`config.mk`:
```
export PLATFORM = sky130hd
export DESIGN_NAME = keypad_scanner
export DESIGN_NICKNAME = d
export VERILOG_FILES = /design/src/rtl/keypad_scanner.sv
export SDC_FILE = /design/constraint.sdc
export NUM_CORES = 1
export LEC_CHECK = 0
export CAP_MARGIN = 5
export CORE_AREA = 10 10 91 93
export CTS_CLUSTER_DIAMETER = 40
export DETAILED_ROUTE_END_ITERATION = 12
export DIE_AREA = 0 0 101 103
export GPL_TIMING_DRIVEN = 0
export PLACE_DENSITY = 0.67
export SLEW_MARGIN = 20
export SYNTH_ARGS = -nofsm -noshare
export SYNTH_HDL_FRONTEND = slang
export SYNTH_SLANG_ARGS = --single-unit
```
`constraint.sdc`:
```
create_clock -name clk -period 9.62 [get_ports clk]
set_clock_uncertainty 0.2 [all_clocks]
set_input_delay 0.962 -clock clk [delete_from_list [all_inputs] [get_ports clk]]
set_output_delay 0.962 -clock clk [all_outputs]
set_load 0.02 [all_outputs]
```
`src/rtl/keypad_scanner.sv`:
```
// 4x4 matrix keypad scanner.
// Drives one row low at a time and samples the synchronized columns at the end
// of each row period. The four samples of a scan are merged into one result
// (no key, one key, or invalid). The result must repeat for DEBOUNCE_SCANS scans
// before it becomes the debounced state. A newly accepted key produces a
// one-cycle key_en strobe, and key_index is latched at the same time.
module keypad_scanner #(
    parameter int SCAN_DIV       = 1000,
    parameter int DEBOUNCE_SCANS = 8
) (
    input  logic       clk,
    input  logic       rst,
    input  logic [3:0] col_in,
    output logic [3:0] row_out,
    output logic [3:0] key_index,
    output logic       key_en,
    output logic       key_held
);

    localparam int               DIV_W    = $clog2(SCAN_DIV);
    localparam logic [DIV_W-1:0] DIV_LAST = DIV_W'(SCAN_DIV - 1);
    localparam logic [7:0]       DB_MAX   = 8'(DEBOUNCE_SCANS);

    // Number of active (low) columns in one sample: 0, 1, or 2 meaning "two or more".
    function automatic logic [1:0] col_hits(input logic [3:0] low);
        logic [2:0] n;
        n = {2'b00, low[0]} + {2'b00, low[1]} + {2'b00, low[2]} + {2'b00, low[3]};
        if (n == 3'd0) begin
            return 2'd0;
        end else if (n == 3'd1) begin
            return 2'd1;
        end else begin
            return 2'd2;
        end
    endfunction

    // Position of the lowest active column. Only meaningful when exactly one column is active.
    function automatic logic [1:0] col_pos(input logic [3:0] low);
        logic [1:0] p;
        casez (low)
            4'b???1: p = 2'd0;
            4'b??10: p = 2'd1;
            4'b?100: p = 2'd2;
            4'b1000: p = 2'd3;
            default: p = 2'd0;
        endcase
        return p;
    endfunction

    logic [3:0]       col_meta_r, col_sync_r;
    logic [DIV_W-1:0] div_r;
    logic [1:0]       row_r;
    logic [3:0]       row_out_r;
    logic [1:0]       acc_hits_r;
    logic [3:0]       acc_idx_r;
    logic             cand_key_r;
    logic [3:0]       cand_idx_r;
    logic [7:0]       count_r;
    logic             deb_key_r;
    logic [3:0]       deb_idx_r;
    logic             key_en_r, key_held_r;
    logic [3:0]       key_index_r;

    logic             row_last_s, scan_end_s;
    logic [1:0]       row_nxt_s;
    logic [3:0]       low_s;
    logic [1:0]       samp_hits_s, tot_hits_s;
    logic [3:0]       samp_idx_s, tot_idx_s;
    logic             res_key_s, match_s, accept_s, strobe_s;
    logic [3:0]       res_idx_s;
    logic [7:0]       count_nxt_s;

    // Decode this cycle's sample and merge it with the hits already seen in the current scan.
    always_comb begin
        row_last_s  = (div_r == DIV_LAST);
        scan_end_s  = row_last_s && (row_r == 2'd3);
        row_nxt_s   = row_r + 2'd1;
        low_s       = ~col_sync_r;
        samp_hits_s = col_hits(low_s);
        samp_idx_s  = {row_r, col_pos(low_s)};
        if (samp_hits_s == 2'd0) begin
            tot_hits_s = acc_hits_r;
            tot_idx_s  = acc_idx_r;
        end else if ((samp_hits_s == 2'd1) && (acc_hits_r == 2'd0)) begin
            tot_hits_s = 2'd1;
            tot_idx_s  = samp_idx_s;
        end else begin
            tot_hits_s = 2'd2;
            tot_idx_s  = acc_idx_r;
        end
        // An invalid scan collapses to NONE, which is encoded with index 0.
        res_key_s = (tot_hits_s == 2'd1);
        if (res_key_s) begin
            res_idx_s = tot_idx_s;
        end else begin
            res_idx_s = 4'd0;
        end
        match_s = (res_key_s == cand_key_r) && (res_idx_s == cand_idx_r);
        if (!match_s) begin
            count_nxt_s = 8'd1;
        end else if (count_r < DB_MAX) begin
            count_nxt_s = count_r + 8'd1;
        end else begin
            count_nxt_s = count_r;
        end
        accept_s = scan_end_s && match_s && (count_r == (DB_MAX - 8'd1));
        strobe_s = accept_s && cand_key_r && (!deb_key_r || (deb_idx_r != cand_idx_r));
    end

    // Two-flop synchronizer for the asynchronous column inputs. Idle columns read high.
    always_ff @(posedge clk) begin
        if (!rst) begin
            col_meta_r <= 4'b1111;
            col_sync_r <= 4'b1111;
        end else begin
            col_meta_r <= col_in;
            col_sync_r <= col_meta_r;
        end
    end

    // Row period divider and row counter. The row drive is registered together with the row.
    always_ff @(posedge clk) begin
        if (!rst) begin
            div_r     <= '0;
            row_r     <= 2'd0;
            row_out_r <= 4'b1110;
        end else if (row_last_s) begin
            div_r     <= '0;
            row_r     <= row_nxt_s;
            row_out_r <= ~(4'b0001 << row_nxt_s);
        end else begin
            div_r     <= div_r + DIV_W'(1);
            row_r     <= row_r;
            row_out_r <= row_out_r;
        end
    end

    // Per-scan hit accumulator. Updated on each row sample and cleared once the scan is evaluated.
    always_ff @(posedge clk) begin
        if (!rst) begin
            acc_hits_r <= 2'd0;
            acc_idx_r  <= 4'd0;
        end else if (scan_end_s) begin
            acc_hits_r <= 2'd0;
            acc_idx_r  <= 4'd0;
        end else if (row_last_s) begin
            acc_hits_r <= tot_hits_s;
            acc_idx_r  <= tot_idx_s;
        end else begin
            acc_hits_r <= acc_hits_r;
            acc_idx_r  <= acc_idx_r;
        end
    end

    // Debounce: candidate with a saturating stable count, promoted to the debounced state when the count fills.
    always_ff @(posedge clk) begin
        if (!rst) begin
            cand_key_r <= 1'b0;
            cand_idx_r <= 4'd0;
            count_r    <= 8'd0;
            deb_key_r  <= 1'b0;
            deb_idx_r  <= 4'd0;
        end else if (scan_end_s) begin
            if (!match_s) begin
                cand_key_r <= res_key_s;
                cand_idx_r <= res_idx_s;
            end else begin
                cand_key_r <= cand_key_r;
                cand_idx_r <= cand_idx_r;
            end
            count_r <= count_nxt_s;
            if (accept_s) begin
                deb_key_r <= cand_key_r;
                deb_idx_r <= cand_idx_r;
            end else begin
                deb_key_r <= deb_key_r;
                deb_idx_r <= deb_idx_r;
            end
        end else begin
            cand_key_r <= cand_key_r;
            cand_idx_r <= cand_idx_r;
            count_r    <= count_r;
            deb_key_r  <= deb_key_r;
            deb_idx_r  <= deb_idx_r;
        end
    end

    // Registered outputs: strobe on a new key, latch its index, and follow the debounced key state.
    always_ff @(posedge clk) begin
        if (!rst) begin
            key_en_r    <= 1'b0;
            key_index_r <= 4'd0;
            key_held_r  <= 1'b0;
        end else begin
            key_en_r <= strobe_s;
            if (strobe_s) begin
                key_index_r <= cand_idx_r;
            end else begin
                key_index_r <= key_index_r;
            end
            if (accept_s) begin
                key_held_r <= cand_key_r;
            end else begin
                key_held_r <= key_held_r;
            end
        end
    end

    assign row_out   = row_out_r;
    assign key_index = key_index_r;
    assign key_en    = key_en_r;
    assign key_held  = key_held_r;

endmodule

```
==> summary.txt, run 1 <==
Power and ir drop
  – VDD IR-drop max: 0.07373 mV
  – P per Cell Area: 143.2 mW/mm^2
  – Total power: 0.4179 mW
  – Leak Pwr: 1.124 nW

STA
  – Fin Hold WS: 0.2120 ns
  – Slew HR: 63.80%
  – Final Hold Violating Endpoints: 0
  – RSZ-0062 raised after global routing: no
  – Slew Limit Fails: 0
  – Max Fclk: 294.6 MHz
  – Setup TNS: 0 ns
  – Final Cycle Share: 35.28%
  – Actual slew at the worst max-slew pin: 0.5430 ns
  – Final Setup Violations: 0
  – Final worst path period need: 3.394 ns

Worst setup path
  – Critical path required time: 9.67 ns
  – CP max FO: 10
  – Setup crit end kind: register
  – Setup CP Type: register to register
  – Startpoint Class: register
  – Worst Path Arrival: 3.44 ns

Min path
  – Worst hold path type: register to register

Floorplanning
  – Die area: 0.01040 sq mm
  – Core area: 0.006569 sq mm
  – Die Ht: 103 um
  – # IOs: 16
  – Die Wd: 101 um
  – Initial core utilization: 38.84%
  – Rows: 30

Synth
  – Synth cell types: 53
  – Asr flop ratio synth: 0%
  – Post-Syn Area: 0.002551 sq mm
  – Seq/Total Area, Yosys: 42.37%
  – Synth Register Bits: 54
  – Post-synth EDFFs: 0
  – Syn Nets: 301
  – Avg Inst Size Synth: 8.983 sq um
  – Post-synth top flop: dfxtp_1
  – Mapped Cells: 284
  – Synth Warn #: 0

Global route
  – Overflow left after global routing: 0
  – Largest net degree at the start of global routing: 19
  – Tot GR Track Use: 10.78%
  – Number of global-route vias before repair: 1992
  – First-pass GRT wire length: 9.342 mm
  – Antenna violations before repair: 0

Finish
  – Layout cells sized above 1: 9.121%
  – Ant diodes: 0
  – Most frequent cells in the layout: dfxtp_1 (54), nor2_1 (23), nand2_1 (23)
  – # nets final: 323
  – Register Area: 0.001081 sq mm
  – Area Growth Syn to Fin: 14.37%
  – Fillers: 650
  – Post-Route Utilization: 44.42%
  – Multi-input logic area: 0.001373 sq mm
  – Most common cell after layout, fill and taps aside: dfxtp_1

Clock network
  – CTS Buf Count: 5
  – Clk_lat worst skew: 0.31 ns
  – Root Buffer: clkbuf_8
  – CTS tree: done
  – Max Root-Sink Buffers: 2
  – Sink Count: 54
  – CTS HTree Levels: 2
  – Post-CTS Setup Bufs: 0
  – CTS resizes: 0
  – Hold_buf cts: 0
  – CTS clk-pin slew, worst paths: 0.10 ns

Placed design
  – Post-DP HPWL: 3.739 mm
  – GP Congestion: 0.7898
  – Number of port buffers: 15

Detailed routing
  – DR WL/cell: 13.44 um
  – Vias per cell: 5.307
  – TritonRoute pass-1 iters: 4
  – Drc violations: 0
  – Via count: 2054
  – Initial DRC count: 105
  – Total Wirelength: 5.201 mm
  – DRT antenna net count: 0

Outcome
  – Status: completed

Run
  – Max cap viols: 0
## final cells by class
class                      instances  share of cell area [%]
buffer                            14                   2.444
clock buffer                       5                   2.358
clock inverter                     3                   1.630
inverter                           7                  0.9005
multi-input combinational        209                   47.04
sequential                        54                   37.05
tap                               80                   3.431
timing repair buffer              15                   5.146
## sequential cells by signal, summed over array words and instances, names as in the netlist
register / flops
div_r: 10
count_r: 8
acc_idx_r: 4
cand_idx_r: 4
col_meta_r: 4
col_sync_r: 4
deb_idx_r: 4
key_index: 4
row_out: 4
acc_hits_r: 2
row_r: 2
cand_key_r: 1
deb_key_r: 1
key_en: 1
key_held: 1
## routing by layer
metal	wire length, um	global-route usage, %	share of wire [%]	vias to the layer above
met2	2339	17.10	45	36
met1	2513	13.80	48	966
met5	0	0	0	-
met4	66	3.537	1.3	0
li1	-	-	-	1045
met3	282	3.016	5.4	7
## through the flow
stage / worst slack, ns / area (sq um) / instances
floorplan: 6.443 / 2551 / 284
global placement: 6.264 / 2801 / 379
detailed placement: 6.234 / 2801 / 379
CTS: 6.209 / 2918 / 387
global route: 6.033 / 2918 / 387
finish: 6.226 / 2918 / 387
## cells by family after synthesis
| kind of cell | synth area share (%) |
|---|---|
| AOI/OAI and AO/OA | 14.91 |
| xor gates and xnor gates | 5.150 |
| adders and majority gates | 5.689 |
| buffers and inverters | 3.825 |
| DFF | 42.37 |
| muxes | 1.618 |
| and+or+nand+nor | 26.43 |
## report_power, final
| part | internal (mW) | switching [mW] |
|---|---|---|
| logic | 0.0124 | 0.0209 |
| clock network | 0.0790 | 0.0778 |
| registers | 0.226 | 0.00186 |
## critical path, cell delays in order, from the launching register on
cell and delay, ns:
dfxtp_1 0.36, fa_1 0.53, inv_1 0.05, ha_1 0.18
ha_1 0.34, or3_1 0.38, buf_6 0.15, a21oi_2 0.17
xnor2_1 0.16, o211a_1 0.24, buf_2 0.25, nand4_1 0.16
a21oi_1 0.16
## synth_stat cells (2+ instances only)
| cell | number | area share [%] |
|---|---|---|
| dfxtp_1 | 54 | 42 |
| nand2_1 | 23 | 3.4 |
| nor2_1 | 23 | 3.4 |
| a21oi_1 | 21 | 4.1 |
| nand3_1 | 17 | 3.3 |
| nand2b_1 | 11 | 2.7 |
| ha_1 | 10 | 4.9 |
| o21ai_0 | 9 | 1.8 |
| xor2_1 | 9 | 3.1 |
| buf_2 | 6 | 1.2 |
| clkbuf_1 | 6 | 0.88 |
| inv_1 | 6 | 0.88 |
| nor3_1 | 6 | 1.2 |
| o21ai_1 | 6 | 1.2 |
| xnor2_1 | 6 | 2.1 |
| o211ai_1 | 5 | 1.5 |
| and3_1 | 4 | 0.98 |
| and3b_1 | 4 | 1.4 |
| nor3b_1 | 4 | 1.2 |
| or3_1 | 4 | 0.98 |
| a22oi_1 | 3 | 0.88 |
| mux2i_1 | 3 | 1.2 |
| nand3b_1 | 3 | 0.88 |
| nand4_1 | 3 | 0.74 |
| nor2b_1 | 3 | 0.74 |
| a211o_1 | 2 | 0.69 |
| a211oi_1 | 2 | 0.59 |
| a41oi_1 | 2 | 0.69 |
| nand2_2 | 2 | 0.49 |
| nor4_2 | 2 | 0.98 |
| nor4bb_1 | 2 | 0.78 |
| or4_1 | 2 | 0.59 |
## worst paths after layout
check,from,endpoint,slack (ns),cells after the start
max,col_sync_r[0]$_SDFF_PN1_,deb_key_r$_SDFFE_PN0P_,6.23,12
min,col_meta_r[0]$_SDFF_PN1_,col_sync_r[0]$_SDFF_PN1_,0.21,1
max reg2reg,col_sync_r[0]$_SDFF_PN1_,deb_key_r$_SDFFE_PN0P_,6.23,12
min reg2reg,col_meta_r[0]$_SDFF_PN1_,col_sync_r[0]$_SDFF_PN1_,0.21,1
No activity file was read; power rests on OpenSTA's default activity.
==> run 2, diff against run 1 <==
--- a/config.mk
+++ b/config.mk
@@ -11,7 +11,7 @@
 export DETAILED_ROUTE_END_ITERATION = 12
 export DIE_AREA = 0 0 101 103
 export GPL_TIMING_DRIVEN = 0
-export PLACE_DENSITY = 0.67
+export PLACE_DENSITY = 0.69
 export SLEW_MARGIN = 20
 export SYNTH_ARGS = -nofsm -noshare
 export SYNTH_HDL_FRONTEND = slang
==> constraint.sdc (replaced) <==
create_clock -name clk -period 2.9 [get_ports clk]
set_clock_uncertainty 0.2 [all_clocks]
set_input_delay 0.29 -clock clk [delete_from_list [all_inputs] [get_ports clk]]
set_output_delay 0.29 -clock clk [all_outputs]
set_load 0.02 [all_outputs]
==> summary.txt, run 2 (same netlist as run 1, synthesis figures left out) <==
Placed design
  – Post-DP HPWL: 3.788 mm (+1.3%)
  – Placed cell areas: 0.002828 sq mm (+0.94%)
  – DP Worst Slack: -0.2146 ns (-6.448 ns)
  – GP Congestion: 0.8006 (+1.4%)
  – Number of port buffers: 15 (unchanged)

Clock network
  – Hold_buf cts: 0 (unchanged)
  – CTS clk-pin slew, worst paths: 0.10 ns (about the same)
  – Root Buffer: clkbuf_8
  – Sink Count: 54 (unchanged)
  – CTS tree: done
  – CTS Buf Count: 5 (unchanged)
  – CTS HTree Levels: 2 (unchanged)
  – Clk_lat worst skew: 0.31 ns (about the same)
  – Max Root-Sink Buffers: 2 (unchanged)

STA
  – Final Setup Violations: 24 (+24)
  – Slew HR: 63.71% (-0.094 points)
  – Actual slew at the worst max-slew pin: 0.5444 ns (+0.001405 ns)
  – Setup TNS: -2.920 ns (-2.920 ns)
  – Slew Limit Fails: 0 (unchanged)
  – Final Hold Violating Endpoints: 0 (unchanged)
  – Final Cycle Share: 107.2% (+72 points)
  – Max Fclk: 321.6 MHz (+9.2%)
  – RSZ-0062 raised after global routing: yes
  – PnR worst setup slack: -0.2097 ns (-6.435 ns)
  – Final worst path period need: 3.110 ns (-0.2846 ns)

Worst setup path
  – Critical path required time: 2.89 ns (-6.78 ns)
  – R2R setup slack: -0.21 ns (-6.44 ns)
  – Critical register-to-register path endpoint: deb_key_r$_SDFFE_PN0P_
  – R2R depth: 11 (-1)
  – Setup CP Type: register to register
  – Worst Path Arrival: 3.10 ns (-0.34 ns)
  – Worst r2r src: col_sync_r[0]$_SDFF_PN1_
  – CP max FO: 7 (-3)
  – Setup crit end kind: register
  – Startpoint Class: register

Finish
  – Ant diodes: 0 (unchanged)
  – Most common cell after layout, fill and taps aside: dfxtp_1
  – Max reg flops: 10 (unchanged)
  – Top flop regs: div_r: 10 flops, count_r: 8 flops
  – Layout cells sized above 1: 18.30% (+9.2 points)
  – Fillers: 604 (-7.1%)
  – Most frequent cells in the layout: dfxtp_1 (52), nand2_1 (23), nor2_1 (22)
  – Area Growth Syn to Fin: 23.25%
  – Post-Route Utilization: 47.87% (+3.4 points)
  – # nets final: 333 (+3.1%)
  – Post-Layout Inst Area: 0.003144 sq mm (+7.8%)
  – Largest Register: div_r

Global route
  – Tot GR Track Use: 11.37% (+0.59 points)
  – Largest net degree at the start of global routing: 17 (-2)
  – First-pass GRT wire length: 9.625 mm (+3.0%)
  – Overflow left after global routing: 0 (unchanged)
  – Antenna violations before repair: 0 (unchanged)
  – Number of global-route vias before repair: 2088 (+4.8%)

Floorplanning
  – Die Ht: 103 um (unchanged)
  – Initial core utilization: 38.84% (unchanged)
  – # IOs: 16 (unchanged)
  – Rows: 30 (unchanged)
  – Die area: 0.01040 sq mm (unchanged)
  – Core area: 0.006569 sq mm (unchanged)
  – Die Wd: 101 um (unchanged)

Detailed routing
  – Initial DRC count: 84 (-20%)
  – Drc violations: 0 (unchanged)
  – Via count: 2115 (+3.0%)
  – Total Wirelength: 5.557 mm (+6.8%)
  – DRT antenna net count: 0 (unchanged)
  – TritonRoute pass-1 iters: 4 (unchanged)
  – Vias per cell: 5.327 (+0.38%)
  – DR WL/cell: 14.00 um (+4.2%)

Min path
  – Hold Path End: col_sync_r[0]$_SDFF_PN1_
  – Worst hold path type: register to register
  – Worst hold start: col_meta_r[0]$_SDFF_PN1_
  – Worst hold stages: 1 (unchanged)

Power and ir drop
  – VDD IR-drop max: 0.1939 mV (+160%)
  – Leak Pwr: 1.182 nW (+5.1%)
  – P per Cell Area: 430.0 mW/mm^2 (+200%)

Outcome
  – Status: complete, but fails checks
  – Failing checks: setup timing

Run
  – Max cap viols: 0 (unchanged)
-- run 2: cell types whose count changed in the layout (fill, tap and decap cells not counted), moves of 3 or more --
| cell | before | now |
|---|---|---|
| nor3b_2 | 0 | 3 |
| nor3b_1 | 4 | 1 |
| nor3_1 | 6 | 3 |
| o21ai_0 | 9 | 5 |
| buf_4 | 1 | 8 |
-- run 2: critical path, cell delays in order (launching register included) --
cell,delay [ns]
dfxtp_2,0.34
fa_1,0.55
inv_2,0.05
ha_4,0.15
ha_4,0.28
or3_1,0.11
buf_6,0.14
o21ai_2,0.07
a21o_1,0.26
or4_4,0.61
o21ai_1,0.15
a21oi_1,0.07
-- run 2: final cells by class --
class,instances,area [sq um],area share (%)
tap,80,100.1,3.183
multi-input combinational,210,1528,48.59
inverter,7,26.28,0.8357
clock buffer,7,86.33,2.746
buffer,14,80.08,2.547
sequential,54,1084,34.46
timing repair buffer,24,231.5,7.362
clock inverter,1,8.758,0.2786
-- run 2: worst max path at each step --
stage                                        start  cells past startpoint  slack [ns]                    endpoint
after floorplan           col_sync_r[0]$_SDFF_PN1_                     11       -0.06       key_held$_SDFFE_PN0N_
after global placement    col_sync_r[0]$_SDFF_PN1_                     12       -0.18   key_index[1]$_SDFFE_PN0P_
after detailed placement  col_sync_r[0]$_SDFF_PN1_                     11       -0.21  cand_idx_r[3]$_SDFFE_PN0P_
after CTS                 col_sync_r[0]$_SDFF_PN1_                     11       -0.18       key_held$_SDFFE_PN0N_
after global routing      col_sync_r[0]$_SDFF_PN1_                     10       -0.32   deb_idx_r[3]$_SDFFE_PN0P_
final                     col_sync_r[0]$_SDFF_PN1_                     11       -0.21      deb_key_r$_SDFFE_PN0P_
-- run 2: where the power goes --
group          internal [mW]  switching, mW
combinational         0.0591         0.0854
clock                  0.198          0.254
sequential             0.750        0.00619
total                   1.01          0.345
-- run 2: per-layer routing --
metal  part of all wire (%)  global-route usage, %  up-vias
met1                     48                  13.66     1005
li1                       -                      -     1070
met5                      0                      0        -
met2                     46                  18.53       27
met4                    2.0                  5.466        0
met3                    4.3                  2.949       13
-- run 2: metrics by stage --
| stage | power [mW] | instances | hold WS [ns] |
|---|---|---|---|
| global placement | 0.8835 | 379 | 0.1918 |
| finish | 1.352 | 397 | 0.2108 |
| CTS | 1.361 | 396 | 0.2150 |
| global route | 1.410 | 397 | 0.2508 |
| floorplan | 0.8560 | 284 | 0.1863 |
| detailed placement | 0.8868 | 379 | 0.1909 |
-- run 2: timing repair --
action / CTS / global route
cloned: 2 / 0
endpoints found under the hold margin: 0 / 0
endpoints found under the setup margin: 24 / 25
resized for setup: 20 / 10
pin swaps: 9 / 5
setup buffers: 7 / 1
==> run 3, diff against run 2 <==
--- a/config.mk
+++ b/config.mk
@@ -6,12 +6,12 @@
 export NUM_CORES = 1
 export LEC_CHECK = 0
 export CAP_MARGIN = 5
-export CORE_AREA = 10 10 91 93
+export CORE_AREA = 2 2 73 75
 export CTS_CLUSTER_DIAMETER = 40
 export DETAILED_ROUTE_END_ITERATION = 12
-export DIE_AREA = 0 0 101 103
+export DIE_AREA = 0 0 75 77
 export GPL_TIMING_DRIVEN = 0
-export PLACE_DENSITY = 0.69
+export PLACE_DENSITY = 0.83
 export SLEW_MARGIN = 20
 export SYNTH_ARGS = -nofsm -noshare
 export SYNTH_HDL_FRONTEND = slang
==> summary.txt, run 3 (same netlist as run 1, synthesis figures left out) <==
Global route
  – Overflow left after global routing: 0 (unchanged)
  – Tot GR Track Use: 19.75% (+8.4 points)
  – First-pass GRT wire length: 8.894 mm (-7.6%)
  – Number of global-route vias before repair: 1980 (-5.2%)
  – Largest net degree at the start of global routing: 18 (+1)
  – Antenna violations before repair: 0 (unchanged)

Detailed routing
  – TritonRoute pass-1 iters: 4 (unchanged)
  – Via count: 2145 (+1.4%)
  – Total Wirelength: 5.622 mm (+1.2%)
  – Drc violations: 0 (unchanged)
  – Vias per cell: 5.528 (+3.8%)
  – Initial DRC count: 142 (+69%)
  – DRT antenna net count: 0 (unchanged)
  – DR WL/cell: 14.49 um (+3.5%)

STA
  – Final Hold Violating Endpoints: 0 (unchanged)
  – Slew Limit Fails: 0 (unchanged)
  – Actual slew at the worst max-slew pin: 0.5106 ns (-0.03382 ns)
  – Final Setup Violations: 14 (-42%)
  – Final Cycle Share: 107.6% (+0.37 points)
  – Max Fclk: 320.5 MHz (-0.34%)
  – PnR worst setup slack: -0.2204 ns (-0.01070 ns)
  – Fin Hold WS: 0.2186 ns (+0.007812 ns)
  – RSZ-0062 raised after global routing: yes
  – Final worst path period need: 3.120 ns (+0.01070 ns)
  – Slew HR: 65.96% (+2.3 points)

Placed design
  – Number of port buffers: 15 (unchanged)
  – Placed Cells: 369 (-2.6%)
  – Placed cell areas: 0.002815 sq mm (-0.44%)
  – Post-DP HPWL: 3.680 mm (-2.8%)
  – DP Worst Slack: -0.1971 ns (+0.01755 ns)
  – GP Congestion: 0.8565 (+7.0%)

Worst setup path
  – Crit path buffers/inverters: 1 (-1)
  – Setup CP Type: register to register
  – Worst path slowest cell: or4_4
  – Top cell family by delay on the critical path: simple AND/OR/NAND/NOR gates
  – Worst Path Arrival: 3.10 ns (about the same)
  – Setup crit end kind: register
  – Critical path required time: 2.88 ns (about the same)
  – CP max FO: 6 (-1)
  – Startpoint Class: register
  – Worst-path cell chain: fa_1 -> inv_1 -> ha_2 -> ha_4 -> or3_4 -> o22ai_4 -> nand2_2 -> or4_4 -> o21ai_1 -> a21oi_1
  – Peak per-stage delay on the critical path: 0.59 ns (-0.02 ns)

Finish
  – Largest Register: div_r
  – Area Growth Syn to Fin: 22.76%
  – Post-Layout Inst Area: 0.003132 sq mm (-0.40%)
  – Most frequent cells in the layout: dfxtp_1 (52), nand2_1 (23), nor2_1 (20), a21oi_1 (20), nand3_1 (17)
  – Layout cells sized above 1: 20.13% (+1.8 points)
  – # nets final: 334 (+0.30%)
  – Post-Layout Cell Count: 388 (-2.3%)
  – Top flop regs: div_r: 10 flops, count_r: 8 flops
  – Max reg flops: 10 (unchanged)
  – Fillers: 426 (-29%)
  – Most common cell after layout, fill and taps aside: dfxtp_1
  – Ant diodes: 0 (unchanged)

Floorplanning
  – # IOs: 16 (unchanged)
  – Initial core utilization: 51.26% (+12 points)
  – Die area: 0.005775 sq mm (-44%)
  – Rows: 26 (-13%)
  – Die Ht: 77 um (-25%)
  – Core area: 0.004977 sq mm (-24%)
  – Die Wd: 75 um (-26%)

Clock network
  – Hold_buf cts: 0 (unchanged)
  – Max Root-Sink Buffers: 2 (unchanged)
  – CTS tree: done
  – Clk_lat worst skew: 0.31 ns (about the same)
  – Sink Count: 54 (unchanged)
  – CTS HTree Levels: 2 (unchanged)
  – CTS clk-pin slew, worst paths: 0.10 ns (about the same)
  – CTS Buf Count: 5 (unchanged)
  – Root Buffer: clkbuf_8

Outcome
  – Status: complete, but fails checks
  – Failing checks: setup timing

Power and ir drop
  – VDD IR-drop max: 0.2849 mV (+47%)
  – Leak Pwr: 1.176 nW (-0.50%)
  – P per Cell Area: 424.2 mW/mm^2 (-1.3%)
  – Total power: 1.329 mW (-1.7%)

Run
  – Max cap viols: 0 (unchanged)

Min path
  – Worst hold path type: register to register
==> run 3: changes by cell type in the layout (fill, tap and decap cells not counted), moves of 2 or more <==
cell / change
o21ai_0: -2
buf_4: +4
nor2_1: -2
o21ai_1: -4
o21ai_2: +6
nor3b_1: +3
a21oi_2: +2
nor3b_2: -3
nor3_2: -2
==> run 3: final cells by class <==
type,count,area (sq um),share of cell area [%]
clock inverter,2,16.27,0.5194
multi-input combinational,210,1540,49.18
sequential,54,1084,34.60
inverter,7,26.28,0.8390
buffer,13,72.57,2.317
tap,70,87.58,2.797
timing repair buffer,26,232.7,7.431
clock buffer,6,72.57,2.317
==> run 3: where the power goes <==
group	internal, mW	total (mW)	leakage (nW)	switching, mW
Clock	0.174	0.423	0.0418	0.249
Sequential	0.750	0.756	0.437	0.00639
Combinational	0.0620	0.149	0.697	0.0875
==> run 3: worst paths after layout <==
path	slack (ns)	endpoint	start	depth (start not counted)
hold reg to reg	0.22	col_sync_r[3]$_SDFF_PN1_	col_meta_r[3]$_SDFF_PN1_	1
setup reg to reg	-0.22	deb_idx_r[2]$_SDFFE_PN0P_	col_sync_r[0]$_SDFF_PN1_	10
hold / removal	0.22	col_sync_r[3]$_SDFF_PN1_	col_meta_r[3]$_SDFF_PN1_	1
setup / recovery	-0.22	deb_idx_r[2]$_SDFFE_PN0P_	col_sync_r[0]$_SDFF_PN1_	10
==> run 3: through the flow <==
| step | TNS [ns] | util (%) |
|---|---|---|
| after detailed placement | -3.359 | 56.56 |
| final | -1.955 | 62.92 |
| after CTS | -2.588 | 59.80 |
| after floorplan | -0.4078 | - |
| after global routing | -4.805 | 62.92 |
| after global placement | -2.518 | 56.56 |
==> run 3: repair_timing <==
action | in CTS | in global routing
buffers inserted | 6 | 4
gates resized for setup | 8 | 31
setup endpoints to repair | 23 | 25
pin swaps | 3 | 20
cloned | 0 | 2
==> run 3: layer usage <==
metal  part of all wire, %  global-route usage (%)  vias up
li1                      -                       -     1073
met1                    44                   25.27     1017
met2                    50                   31.49       50
met3                   4.1                   4.862        5
met4                   1.3                   7.500        0
met5                     0                       0        -
